$ cat config.mk
export PLATFORM = sky130hd
export DESIGN_NAME = mbu_banked
export DESIGN_NICKNAME = d
export VERILOG_FILES = /design/src/rtl/mbu_pkg.sv /design/src/rtl/mbu_regfile.sv /design/src/rtl/mbu_banked.sv
export SDC_FILE = /design/constraint.sdc
export NUM_CORES = 1
export LEC_CHECK = 0
export ABC_AREA = 1
export CAP_MARGIN = 20
export CORE_ASPECT_RATIO = 0.6
export CORE_MARGIN = 10
export CORE_UTILIZATION = 63
export CTS_CLUSTER_SIZE = 40
export DETAILED_ROUTE_END_ITERATION = 12
export DONT_BUFFER_PORTS = 1
export GPL_TIMING_DRIVEN = 1
export MAX_ROUTING_LAYER = met4
export PLACE_DENSITY = 0.81
export SYNTH_ARGS = -nofsm -noshare
export SYNTH_HDL_FRONTEND = slang
export SYNTH_HIERARCHICAL = 1
export SYNTH_SLANG_ARGS = --single-unit
$ cat constraint.sdc
create_clock -name clk4 -period 3 [get_ports clk4]
set_clock_uncertainty 0.2 [all_clocks]
set_input_delay 0.3 -clock clk4 [delete_from_list [all_inputs] [get_ports clk4]]
set_output_delay 0.3 -clock clk4 [all_outputs]
set_load 0.1 [all_outputs]
$ cat src/rtl/mbu_pkg.sv
// Shared definitions for the memory bank unit: boot bank constants,
// operating mode encoding and index width helpers.
package mbu_pkg;

  // Default boot-mode extended addresses (ROM / RAM boot images)
  localparam logic [7:0] MBU_BOOT_ROM = 8'h00;
  localparam logic [7:0] MBU_BOOT_RAM = 8'h80;

  typedef enum logic {
    MODE_BOOT   = 1'b0,
    MODE_NORMAL = 1'b1
  } mbu_mode_e;

  // Bank select width; never narrower than one bit
  function automatic int unsigned sel_width(input int unsigned banks);
    return (banks > 1) ? $clog2(banks) : 1;
  endfunction

  // Context register width; never narrower than one bit
  function automatic int unsigned ctx_width(input int unsigned ctxs);
    return (ctxs > 1) ? $clog2(ctxs) : 1;
  endfunction

endpackage

$ cat src/rtl/mbu_regfile.sv
// Bank register file: one synchronous write port and two registered read
// ports. Both read ports forward same-cycle write data on an index match.
// Port A can alternatively load a substitute value (used for boot mode).
module mbu_regfile
  import mbu_pkg::*;
#(
  parameter int unsigned AW = 3,
  parameter int unsigned W  = 8
) (
  input  logic          clk,
  input  logic          rst_n,
  input  logic          we,
  input  logic [AW-1:0] waddr,
  input  logic [W-1:0]  wdata,
  input  logic          re_a,
  input  logic          alt_a,
  input  logic [W-1:0]  alt_data_a,
  input  logic [AW-1:0] raddr_a,
  output logic [W-1:0]  q_a,
  input  logic          re_b,
  input  logic [AW-1:0] raddr_b,
  output logic [W-1:0]  q_b
);

  localparam int unsigned DEPTH = 1 << AW;

  logic [W-1:0] mem [DEPTH];

  // Storage behaves like SRAM: written on the clock, never reset
  always_ff @(posedge clk) begin
    if (we) mem[waddr] <= wdata;
  end

  // Port A: substitute value, forwarded write data, or stored entry
  always_ff @(posedge clk or negedge rst_n) begin
    if (!rst_n) begin
      q_a <= '0;
    end else if (re_a) begin
      if (alt_a)                        q_a <= alt_data_a;
      else if (we && waddr == raddr_a)  q_a <= wdata;
      else                              q_a <= mem[raddr_a];
    end
  end

  // Port B: forwarded write data or stored entry; holds when idle
  always_ff @(posedge clk or negedge rst_n) begin
    if (!rst_n) begin
      q_b <= '0;
    end else if (re_b) begin
      if (we && waddr == raddr_b) q_b <= wdata;
      else                        q_b <= mem[raddr_b];
    end
  end

endmodule

$ cat src/rtl/mbu_banked.sv
// Memory bank unit: supplies the extended address for each memory cycle and
// gives microcode read/write access to the bank registers.
// Optional feature macro: MBU_BANKED_CTX_EN (per-context bank replication).
module mbu_banked
  import mbu_pkg::*;
#(
  parameter int unsigned       BANKS    = 8,
  parameter int unsigned       BANK_W   = 8,
  parameter int unsigned       CTXS     = 4,
  parameter logic [BANK_W-1:0] BOOT_ROM = BANK_W'(MBU_BOOT_ROM),
  parameter logic [BANK_W-1:0] BOOT_RAM = BANK_W'(MBU_BOOT_RAM),
  localparam int unsigned      SELW     = sel_width(BANKS),
  localparam int unsigned      CTXW     = ctx_width(CTXS)
) (
  input  logic              clk4,
  input  logic              nrsthold,
  input  logic              nfpram_rom,
  input  logic              nmem,
  input  logic [SELW-1:0]   sel,
  input  logic              nwr_mb,
  input  logic [SELW-1:0]   wsel,
  input  logic [BANK_W-1:0] din,
  input  logic              nrd_mb,
  input  logic [SELW-1:0]   rsel,
  input  logic              nwr_ctx,
  input  logic [CTXW-1:0]   ctx_in,
  output logic [BANK_W-1:0] aext,
  output logic [BANK_W-1:0] dout,
  output logic              dout_valid,
  output logic              nwar,
  output logic              boot,
  output logic [CTXW-1:0]   ctx
);

`ifdef MBU_BANKED_CTX_EN
  localparam int unsigned AW = SELW + CTXW;

  logic [CTXW-1:0] ctx_q;

  // Context register; accesses in the loading cycle still see the old value
  always_ff @(posedge clk4 or negedge nrsthold) begin
    if (!nrsthold)     ctx_q <= '0;
    else if (!nwr_ctx) ctx_q <= ctx_in;
  end

  assign ctx = ctx_q;

  logic [AW-1:0] waddr, aaddr, raddr;
  assign waddr = {ctx_q, wsel};
  assign aaddr = {ctx_q, sel};
  assign raddr = {ctx_q, rsel};
`else
  localparam int unsigned AW = SELW;

  logic ctx_in_unused;
  assign ctx_in_unused = ^ctx_in;
  assign ctx = '0;

  logic [AW-1:0] waddr, aaddr, raddr;
  assign waddr = wsel;
  assign aaddr = sel;
  assign raddr = rsel;
`endif

  mbu_mode_e mode_q;
  logic      nwar_q;
  logic      dout_valid_q;

  // Boot mode persists until the first bank or context write
  always_ff @(posedge clk4 or negedge nrsthold) begin
    if (!nrsthold) begin
      mode_q       <= MODE_BOOT;
      nwar_q       <= 1'b1;
      dout_valid_q <= 1'b0;
    end else begin
      nwar_q       <= nwr_mb;
      dout_valid_q <= !nrd_mb;
      if (!nwr_mb || !nwr_ctx) mode_q <= MODE_NORMAL;
    end
  end

  assign boot       = (mode_q == MODE_BOOT);
  assign nwar       = nwar_q;
  assign dout_valid = dout_valid_q;

  mbu_regfile #(
    .AW (AW),
    .W  (BANK_W)
  ) u_regfile (
    .clk        (clk4),
    .rst_n      (nrsthold),
    .we         (!nwr_mb),
    .waddr      (waddr),
    .wdata      (din),
    .re_a       (!nmem),
    .alt_a      (mode_q == MODE_BOOT),
    .alt_data_a (nfpram_rom ? BOOT_RAM : BOOT_ROM),
    .raddr_a    (aaddr),
    .q_a        (aext),
    .re_b       (!nrd_mb),
    .raddr_b    (raddr),
    .q_b        (dout)
  );

endmodule

Yosys cells after proc, flatten, opt, wreduce, memory -nomap -nowiden
Memory sizes are Yosys's and may differ from the RTL's. A register that Yosys moved wholly into a read port is not among the register bits.
Index checks and enable logic that the tools add are counted.
- flip-flop bits (word level): 11
- RAM bits: 64
- bits of input ports: 26
- output and inout port bits: 21
- word-level logic and storage cells: 18
- memories kept: 1
- memory list (memory ; depth ; width ; read ports ; clocked after memory_dff ; write ports ; RTL line ; source):
    u_regfile.mem ; 8 ; 8 ; 2 ; 1 ; 1 ; mbu_regfile.sv:27 ; logic [W-1:0] mem [DEPTH];
- equal/unequal tests: 1
- multiplexer cells: 4
- bitwise operators: 1
- reductions and logical operators: 7
- operators with widths (cell ; count):
    $mux W8 ; 3
    $logic_not A1 Y1 ; 5
    $eq A3 B3 Y1 ; 1
    $logic_and A1 B1 Y1 ; 1
    $logic_or A1 B1 Y1 ; 1
    $mux W1 ; 1
    $not A1 Y1 ; 1

Logic depth before layout (Yosys ltp)
- depth after elaboration: 4
- gate-level depth with buffers: 11
- gate-level depth less buffers: 10

Modules after synthesis
Netlist, hierarchy kept.
- modules (own cells, without submodules) (module ; instances ; cells each ; area each (um2) ; seq. area each (um2)):
    mbu_regfile ; 1 ; 562 ; 4403.0 ; 2322.2
    mbu_banked ; 1 ; 11 ; 120.1 ; 76.3

Least setup slack after synthesis
OpenSTA, ideal clock, no wires.
- kind: reg-to-reg
- from: reg mode_q
- to: reg u_regfile.q_a[5]
- library setup time: 0.120 ns
- arrival time: 1.375 ns
- data required time: 2.680 ns
- slack: 1.305 ns
- stages on the path, launching flop included: 8
- period minus slack after synthesis: 1.695 ns
- cells stage by stage: dfrtp_1 -> inv_2 -> inv_1 -> clkbuf_1 -> nor2_1 -> nor2_1 -> nand2_1 -> nand2_1
- longest elaborated chain between the ends: 1
- ends and longest elaborated chain (element ; RTL line ; source):
    start: declaration ; mbu_banked.sv:65 ; mbu_mode_e mode_q;
    start signal: assignment ; mbu_banked.sv:72 ; mode_q <= MODE_BOOT;
    start signal: assignment ; mbu_banked.sv:78 ; if (!nwr_mb || !nwr_ctx) mode_q <= MODE_NORMAL;
    $mux W8 ; mbu_regfile.sv:39 ; if (alt_a) q_a <= alt_data_a;
    end signal: assignment ; mbu_regfile.sv:39 ;
    end signal: assignment ; mbu_regfile.sv:40 ; else if (we && waddr == raddr_a) q_a <= wdata;
    end signal: assignment ; mbu_regfile.sv:41 ; else q_a <= mem[raddr_a];
    end: declaration ; mbu_regfile.sv:19 ; output logic [W-1:0] q_a,
Every way passes these cells.
A chain may end at the register's enable or synchronous reset.

Final worst setup path
- from: reg mode_q
- to: reg u_regfile.q_a[1]
The elaborated chain is that of the path after synthesis.

==> impl_summary.txt <==
----------------------------------------------------
[Status]
  Run status ... finished, final reports clean

[Power and ir drop]
  Highest ir drop seen on vdd ... 0.472 mV
  Leakage dissipation ... 2.38 nW
  Pwr/cell area ... 625 nW/um^2

[Routing]
  Drt drc ... 0
  Total wirelength of the detailed-routed design ... 13,000 um
  Vias after detailed routing ... 4,008
  First-pass detailed-route iteration total ... 8
  Count of antenna-violating nets left after detailed routing ... 0
  Number of violations reported at the end of detailed-routing iteration 0 ... 631
  Avg WL per Cell ... 19.2 um
  Drt via density ... 5.94

[CTS]
  Root Driver ... sky130_fd_sc_hd__clkbuf_16
  Clock tree from TritonCTS ... built
  H-tree Lvls ... 3
  Clock buffer depth ... 2
  CTS clock-pin slew for the worst setup and hold paths ... 0.06 ns
  Sink count of the clock tree ... 83
  Latest clock arrival within the worst-skew pair ... 0.35 ns
  CTS Buf Count ... 9
  Post-CTS repair timing setup buffer count ... 0

[Synth]
  Distinct cell type count of the synthesized netlist ... 22
  Synthesized flop and latch total ... 83
  Most common library cells after synthesis ... sky130_fd_sc_hd__nand2_1, sky130_fd_sc_hd__nand3_1, sky130_fd_sc_hd__inv_1
  Count of flip-flops with a built-in enable after synthesis ... 64
  Share of async-settable or async-resettable flops after synthesis ... 22.9%
  Sequential area share after synthesis ... 53.0%
  Area of the mapped netlist ... 4520 um^2
  Synth warn ... 6
  Post-synthesis average cell area ... 7.89 um^2
  Dominant synthesized flop cell ... sky130_fd_sc_hd__edfxtp_1
  Most common cell in the synthesized netlist ... sky130_fd_sc_hd__nand2_1
  Synth Instances ... 573
  Leading post-synthesis cells by cell area ... sky130_fd_sc_hd__edfxtp_1, sky130_fd_sc_hd__nand2_1, sky130_fd_sc_hd__nand3_1
  Synth area leader ... sky130_fd_sc_hd__edfxtp_1
  Area fraction of the dominant cell type after synthesis ... 42.5%

[Worst setup path]
  Largest delay share family, worst path ... buffers and inverters
  Critical setup path kind ... flop to flop
  Setup crit start kind ... flop
  Largest driver fanout on the critical path ... 16
  Required time of the worst setup path ... 3.08 ns
  Kind of end point of the critical path ... flop
  CP most frequent cell ... sky130_fd_sc_hd__nand2_1
  Slowest library cell on the worst path ... sky130_fd_sc_hd__inv_2
  Critical path buffer and inverter count ... 3
  Highest cell delay on the worst timing path ... 0.38 ns
  Ordered cell list for the critical path ... inv_2 > inv_1 > nand2_1 > inv_1 > nand2_1 > nand2_1 > nand2_1
  Arrival time at the worst endpoint ... 1.93 ns

[Hold path]
  Type of the worst min-delay path ... primary input to flop

[GRT]
  Via count of the first global-routing pass ... 3,725
  Wire length of the first global-routing pass ... 20,300 um
  All-Layer GR Usage ... 24.8%
  Number of antenna violations at the first check in global routing ... 1
  Largest net degree at the start of global routing ... 35
  Global route total overflow ... 0

[Timing]
  Final setup violating endpoints ... 0
  Final total negative setup slack ... 0 ns
  Worst slew pin tran ... 1.05 ns
  Pins Over Slew Limit ... 0
  Max frequency ... 0.540 GHz
  Post-layout min period ... 1.85 ns
  Max-slew headroom ... 29.7%
  Unrepaired setup endpoints after global routing ... no
  Fraction of the cycle the final worst path needs ... 61.7%
  Hold Vio Cnt, Final ... 0

[Floorplan]
  Initial core utilization ... 66.3%
  Core area ... 6820 um^2
  Number of ports placed on the die boundary ... 47
  Die height ... 85.6 um
  Die width ... 129 um
  Die area ... 11,100 um^2
  Site row count ... 23

[Cells and area]
  Fraction of final layout cells with drive strength greater than 1 ... 5.97%
  Signed area change from the synthesized netlist to the final layout ... 10.8%
  Fin area ... 5010 um^2
  Total number of nets in the final design ... 607

[Placed design]
  Placed Area ... 4540 um^2
  Routability-driven placement congestion ratio ... 0.930
  I/O Buffers ... 0
  Detailed Place HPWL ... 8130 um

[Job]
  Max-Cap Viols ... 0

----------------------------------------------------
==> tightest hold or removal path, delay by kind of cell <==
| kind | cells | cell delay, ns |
|---|---|---|
| compound gates | 1 | 0.12 |
| simple gates | 2 | 0.12 |
==> registers in the layout (all words and copies together), names as in the netlist <==
name           cells
dout_valid         1
mode_q             1
nwar               1
u_regfile/mem     64
u_regfile/q_a      8
u_regfile/q_b      8
==> metrics by stage <==
step	total power, mW	instances	util, %	setup slack [ns]	hold slack [ns]
6_report	3.13	675	73.5	1.15	0.0296
5_1_grt	3.23	674	73.5	1.01	0.0414
4_1_cts	3.12	673	73.4	1.19	0.0302
3_5_place_dp	1.86	644	66.5	1.11	-0.195
3_3_place_gp	1.85	644	66.5	1.19	-0.195
2_1_floorplan	1.81	581	-	1.31	-0.196
==> cells in the final DEF (no fill, tap or decap), drive strengths merged <==
cell | Yosys | routed
edfxtp | 64 | 64
nand3b | 6 | 6
dfrtp | 18 | 18
nand3 | 109 | 109
nand2 | 225 | 225
buf | 25 | 3
clkinv | 0 | 3
conb | 1 | 9
inv | 77 | 77
xor2 | 1 | 1
nor2 | 36 | 36
o21ai | 8 | 8
dfstp | 1 | 1
clkbuf | 2 | 9
diode | 0 | 2
clkinvlp | 0 | 1
dlygate4sd3 | 0 | 13
bufinv | 0 | 3
==> layer usage <==
layer | vias to the layer above | part of all wire (%) | global-route usage, %
met4 | 0 | 3.6 | 9.66
met5 | - | 0 | -
met2 | 331 | 42 | 35.6
met1 | 1789 | 38 | 30.2
li1 | 1826 | - | -
met3 | 62 | 17 | 10.9
==> path summary, 6_finish.rpt <==
kind / start / to / slack, ns / cells past startpoint
min: din[1] / u_regfile/q_b[1] / 0.03 / 3
max in group asynchronous: nrsthold / u_regfile/q_a[5] / 1.75 / 1
min reg2reg: mode_q / mode_q / 0.49 / 2
max reg2reg: mode_q / u_regfile/q_a[1] / 1.15 / 7
max: mode_q / u_regfile/q_a[1] / 1.15 / 7
min in group asynchronous: nrsthold / u_regfile/q_b[6] / 0.31 / 1
==> area by class of cell <==
type	instances	area, um^2
Inverter	77	299
Multi-Input combinational cell	394	1710
Sequential cell	83	2400
Tap cell	87	109
Clock buffer	9	225
Clock inverter	7	116
Antenna cell	2	5.00
Timing Repair Buffer	16	153
Fill cell	484	1810
==> logic make-up after synthesis <==
family / share of synthesized area, %
AND/OR/NAND/NOR: 35.8
buffers and inverters: 9.90
flip-flops: 53.0
AO/OA/AOI/OAI: 0.968
XOR/XNOR: 0.194
other: 0.0829
==> report_power, final <==
group	leakage [nW]	switching, mW	total [mW]	internal [mW]
clock	0.165	0.445	1.26	0.811
sequential	0.807	0.268	1.57	1.30
combinational	1.41	0.214	0.312	0.0977
total	2.38	0.927	3.13	2.21
==> repair_timing <==
| action | in CTS | in global routing |
|---|---|---|
| hold endpoints to repair | 89 | 0 |
| resized for setup | 0 | 0 |
| hold buffers | 13 | 0 |
No activity file was read; power rests on OpenSTA's default activity.
==> variant, RTL diff (same flow settings) <==
Register the inputs `nfpram_rom`, `nmem`, `nwr_mb`, `din` and `nrd_mb` before use, with the module's reset. The logic sees them one clock later. The other inputs are not delayed to match.
--- a/src/rtl/mbu_banked.sv
+++ b/src/rtl/mbu_banked.sv
@@ -31,6 +31,28 @@
   output logic              boot,
   output logic [CTXW-1:0]   ctx
 );
+
+  logic nfpram_rom_q;
+  logic nmem_q;
+  logic nwr_mb_q;
+  logic [BANK_W-1:0] din_q;
+  logic nrd_mb_q;
+
+  always_ff @(posedge clk4 or negedge nrsthold) begin
+    if (!nrsthold) begin
+      nfpram_rom_q <= '0;
+      nmem_q       <= '0;
+      nwr_mb_q     <= '0;
+      din_q        <= '0;
+      nrd_mb_q     <= '0;
+    end else begin
+      nfpram_rom_q <= nfpram_rom;
+      nmem_q       <= nmem;
+      nwr_mb_q     <= nwr_mb;
+      din_q        <= din;
+      nrd_mb_q     <= nrd_mb;
+    end
+  end
 
 `ifdef MBU_BANKED_CTX_EN
   localparam int unsigned AW = SELW + CTXW;
@@ -73,9 +95,9 @@
       nwar_q       <= 1'b1;
       dout_valid_q <= 1'b0;
     end else begin
-      nwar_q       <= nwr_mb;
-      dout_valid_q <= !nrd_mb;
-      if (!nwr_mb || !nwr_ctx) mode_q <= MODE_NORMAL;
+      nwar_q       <= nwr_mb_q;
+      dout_valid_q <= !nrd_mb_q;
+      if (!nwr_mb_q || !nwr_ctx) mode_q <= MODE_NORMAL;
     end
   end
 
@@ -89,15 +111,15 @@
   ) u_regfile (
     .clk        (clk4),
     .rst_n      (nrsthold),
-    .we         (!nwr_mb),
+    .we         (!nwr_mb_q),
     .waddr      (waddr),
-    .wdata      (din),
-    .re_a       (!nmem),
+    .wdata      (din_q),
+    .re_a       (!nmem_q),
     .alt_a      (mode_q == MODE_BOOT),
-    .alt_data_a (nfpram_rom ? BOOT_RAM : BOOT_ROM),
+    .alt_data_a (nfpram_rom_q ? BOOT_RAM : BOOT_ROM),
     .raddr_a    (aaddr),
     .q_a        (aext),
-    .re_b       (!nrd_mb),
+    .re_b       (!nrd_mb_q),
     .raddr_b    (raddr),
     .q_b        (dout)
   );
Behaviour: not the same (Yosys sat finds a counterexample within 4 cycles, from zero or initial values and one cycle with nrsthold low).
==> variant against the original RTL <==
- non-clock buffer count unchanged
- design area increased by 6.2%
- total power increased by 1.9%
- utilization decreased by 1.1 points
- die area increased by 5.3%
- area after synthesis increased by 6.6%
- via count increased by 0.35%
- worst setup slack got worse by 0.091 ns
- sequential cell count increased by 12
- sequential share of layout area increased by 2.8 points
- combinational power decreased by 14%
- routed wire length decreased by 1.7%
- maximum frequency decreased by 4.7%
- count of clock-buffer cells in the layout increased by 1
==> variant: results (changes against the original RTL) <==
- nwr_mb_q — launching instance or port of the critical path, was mode_q
- 0.05686 — fraction of final layout cells with drive strength greater than 1, was 0.05973
- 554 — Filler cells, was 484
- edfxtp_1 40%, nand2_1 17%, dfrtp_1 16% — top post-synthesis cells by area, was edfxtp_1 42%, nand2_1 19%, nand3_1 12%
- 4842 sq um — post-placement cell area, was 4536 sq um
- u_regfile/mem — register containing the most flip-flops in the final layout, unchanged
- 0 — Resized Gates After CTS, unchanged
- simple AND/OR/NAND/NOR gates — family with the most delay on the worst path, was buffers and inverters
- 64 — number of synthesized flops with an enable pin, unchanged
- rsel[2] — source of the worst hold timing path, was din[1]
- 2 — number of buffers on the longest clock path, unchanged
- 18.16 microns — Avg WL per Cell, was 19.20 microns
- 8388 microns — DPL Wire Length, was 8135 microns
- 0 — antenna violations before repair, was 1
- 0 — reported max-cap violation count, unchanged
- 0.2819 — Global Route met1 Usage, was 0.3022
- clkbuf_16 — CTS Root Buffer Type, unchanged
- 19750 microns — first-pass GRT wire length, was 20310 microns
- 5.729 — Via-to-Cell Ratio, was 5.938
- nor2_1 — CP max stage cell, was inv_2
- 0 — share of cell area taken by muxes after synthesis, unchanged
- complete, no violations — status, unchanged
- 0.0003934 V — Max IR drop VDD, was 0.0004722 V
- 0.001816 — xor-xnor portion of the synthesized cell area, was 0.001936
- 0.3263 — FFs w/ async S/R, synth, was 0.2289
- in2reg — worst hold-check path type, unchanged
- 0.009079 — Synth Area in Compound Gates, was 0.009682
- 619 — final net count, was 607
- 3708 — number of global-route vias before repair, was 3725
- 0 — diodes inserted, was 2
- 8 — maximum fanout along the worst path, was 16
- 0.70 ns — delay of the slowest critical-path stage, was 0.38 ns
- 6 — warning count from the yosys run, unchanged
- 0.5595 — share of the yosys chip area belonging to registers, was 0.5303
- 5761 microns — metal2 WL, was 5405 microns
- 2.516 nW — Leak Pwr, was 2.380 nW
- 0 — count of buffers inserted at the top-level ports, unchanged
- 3 — H-tree Lvls, unchanged
- 580 — DRC violation total after the first TritonRoute iteration, was 631
- 22 — Yosys cell types, unchanged
- 0.3498 — met2 track demand over resource, was 0.3561
- 15 — CTS Hold Buffers Added, was 13
- 5029 microns — wire length on met1, was 4904 microns
- 6 — DR pass1 iterations, was 8
- edfxtp_1 — prevailing post-synth register cell, unchanged
- 0.8683 — global placement routability congestion, was 0.9304
- 0.34 ns — Clk Latency, worst-skew pair
- 0 — total setup buffers inserted after CTS, unchanged
- 0.2266 — total global-route track usage, was 0.2483
- 0 — adder-cell area share of the yosys netlist, unchanged
- 1675 microns — total met3 wirelength after detailed routing, was 2180 microns
- 0.3789 — Slew HR, was 0.2967
- 0.06743 — met3 routing resource usage after global routing, was 0.1088
- 1.71 ns — worst path arrival time, was 1.93 ns
[variant: tightest hold or removal path, cell delays in order]
cell	delay, ns
nand3_1	0.08
nand2_1	0.06
nor2_1	0.09
o21ai_1	0.07
[variant: stage by stage]
step                      worst slack, ns  instances
after global routing               0.9356        702
final                               1.058        702
after detailed placement            1.089        671
after CTS                           1.074        702
after floorplan                     1.305        593
after global placement              1.123        671
[variant: cell families (layout without fill, tap and decap cells)]
family | Yosys count | count (layout)
simple gates | 376 | 376
buf+inv | 104 | 109
xor+xnor | 1 | 1
other cells | 1 | 9
compound gates | 8 | 8
flops | 95 | 95
[variant: final timing paths]
| check | end | slack, ns | depth (start not counted) |
|---|---|---|---|
| min | u_regfile/q_b[4] | 0.09 | 4 |
| max reg2reg | u_regfile/mem[7][1] | 1.06 | 3 |
| min reg2reg | nwar | 0.22 | 0 |
| max in group asynchronous | nwar | 2.16 | 2 |
| min in group asynchronous | u_regfile/q_a[1] | 0.19 | 2 |
| max | u_regfile/mem[7][1] | 1.06 | 3 |
[variant: final cells by class]
| class | instances | area (sq um) | area share |
|---|---|---|---|
| repair buffers | 16 | 167.7 | 0.03149 |
| inverters | 77 | 299.0 | 0.05617 |
| clock buffers | 10 | 250.2 | 0.04700 |
| flip-flops and latches | 95 | 2699 | 0.5069 |
| clock inverters | 6 | 71.32 | 0.01340 |
| multi-input cells | 394 | 1707 | 0.3206 |
| well taps | 104 | 130.1 | 0.02444 |
[variant: where the power goes]
group / internal [mW] / leakage, nW / switching [mW] / total [mW]
Clock: 0.707 / 0.160 / 0.504 / 1.21
Sequential: 1.44 / 0.946 / 0.269 / 1.71
Combinational: 0.0885 / 1.41 / 0.180 / 0.269
Total: 2.24 / 2.52 / 0.953 / 3.19
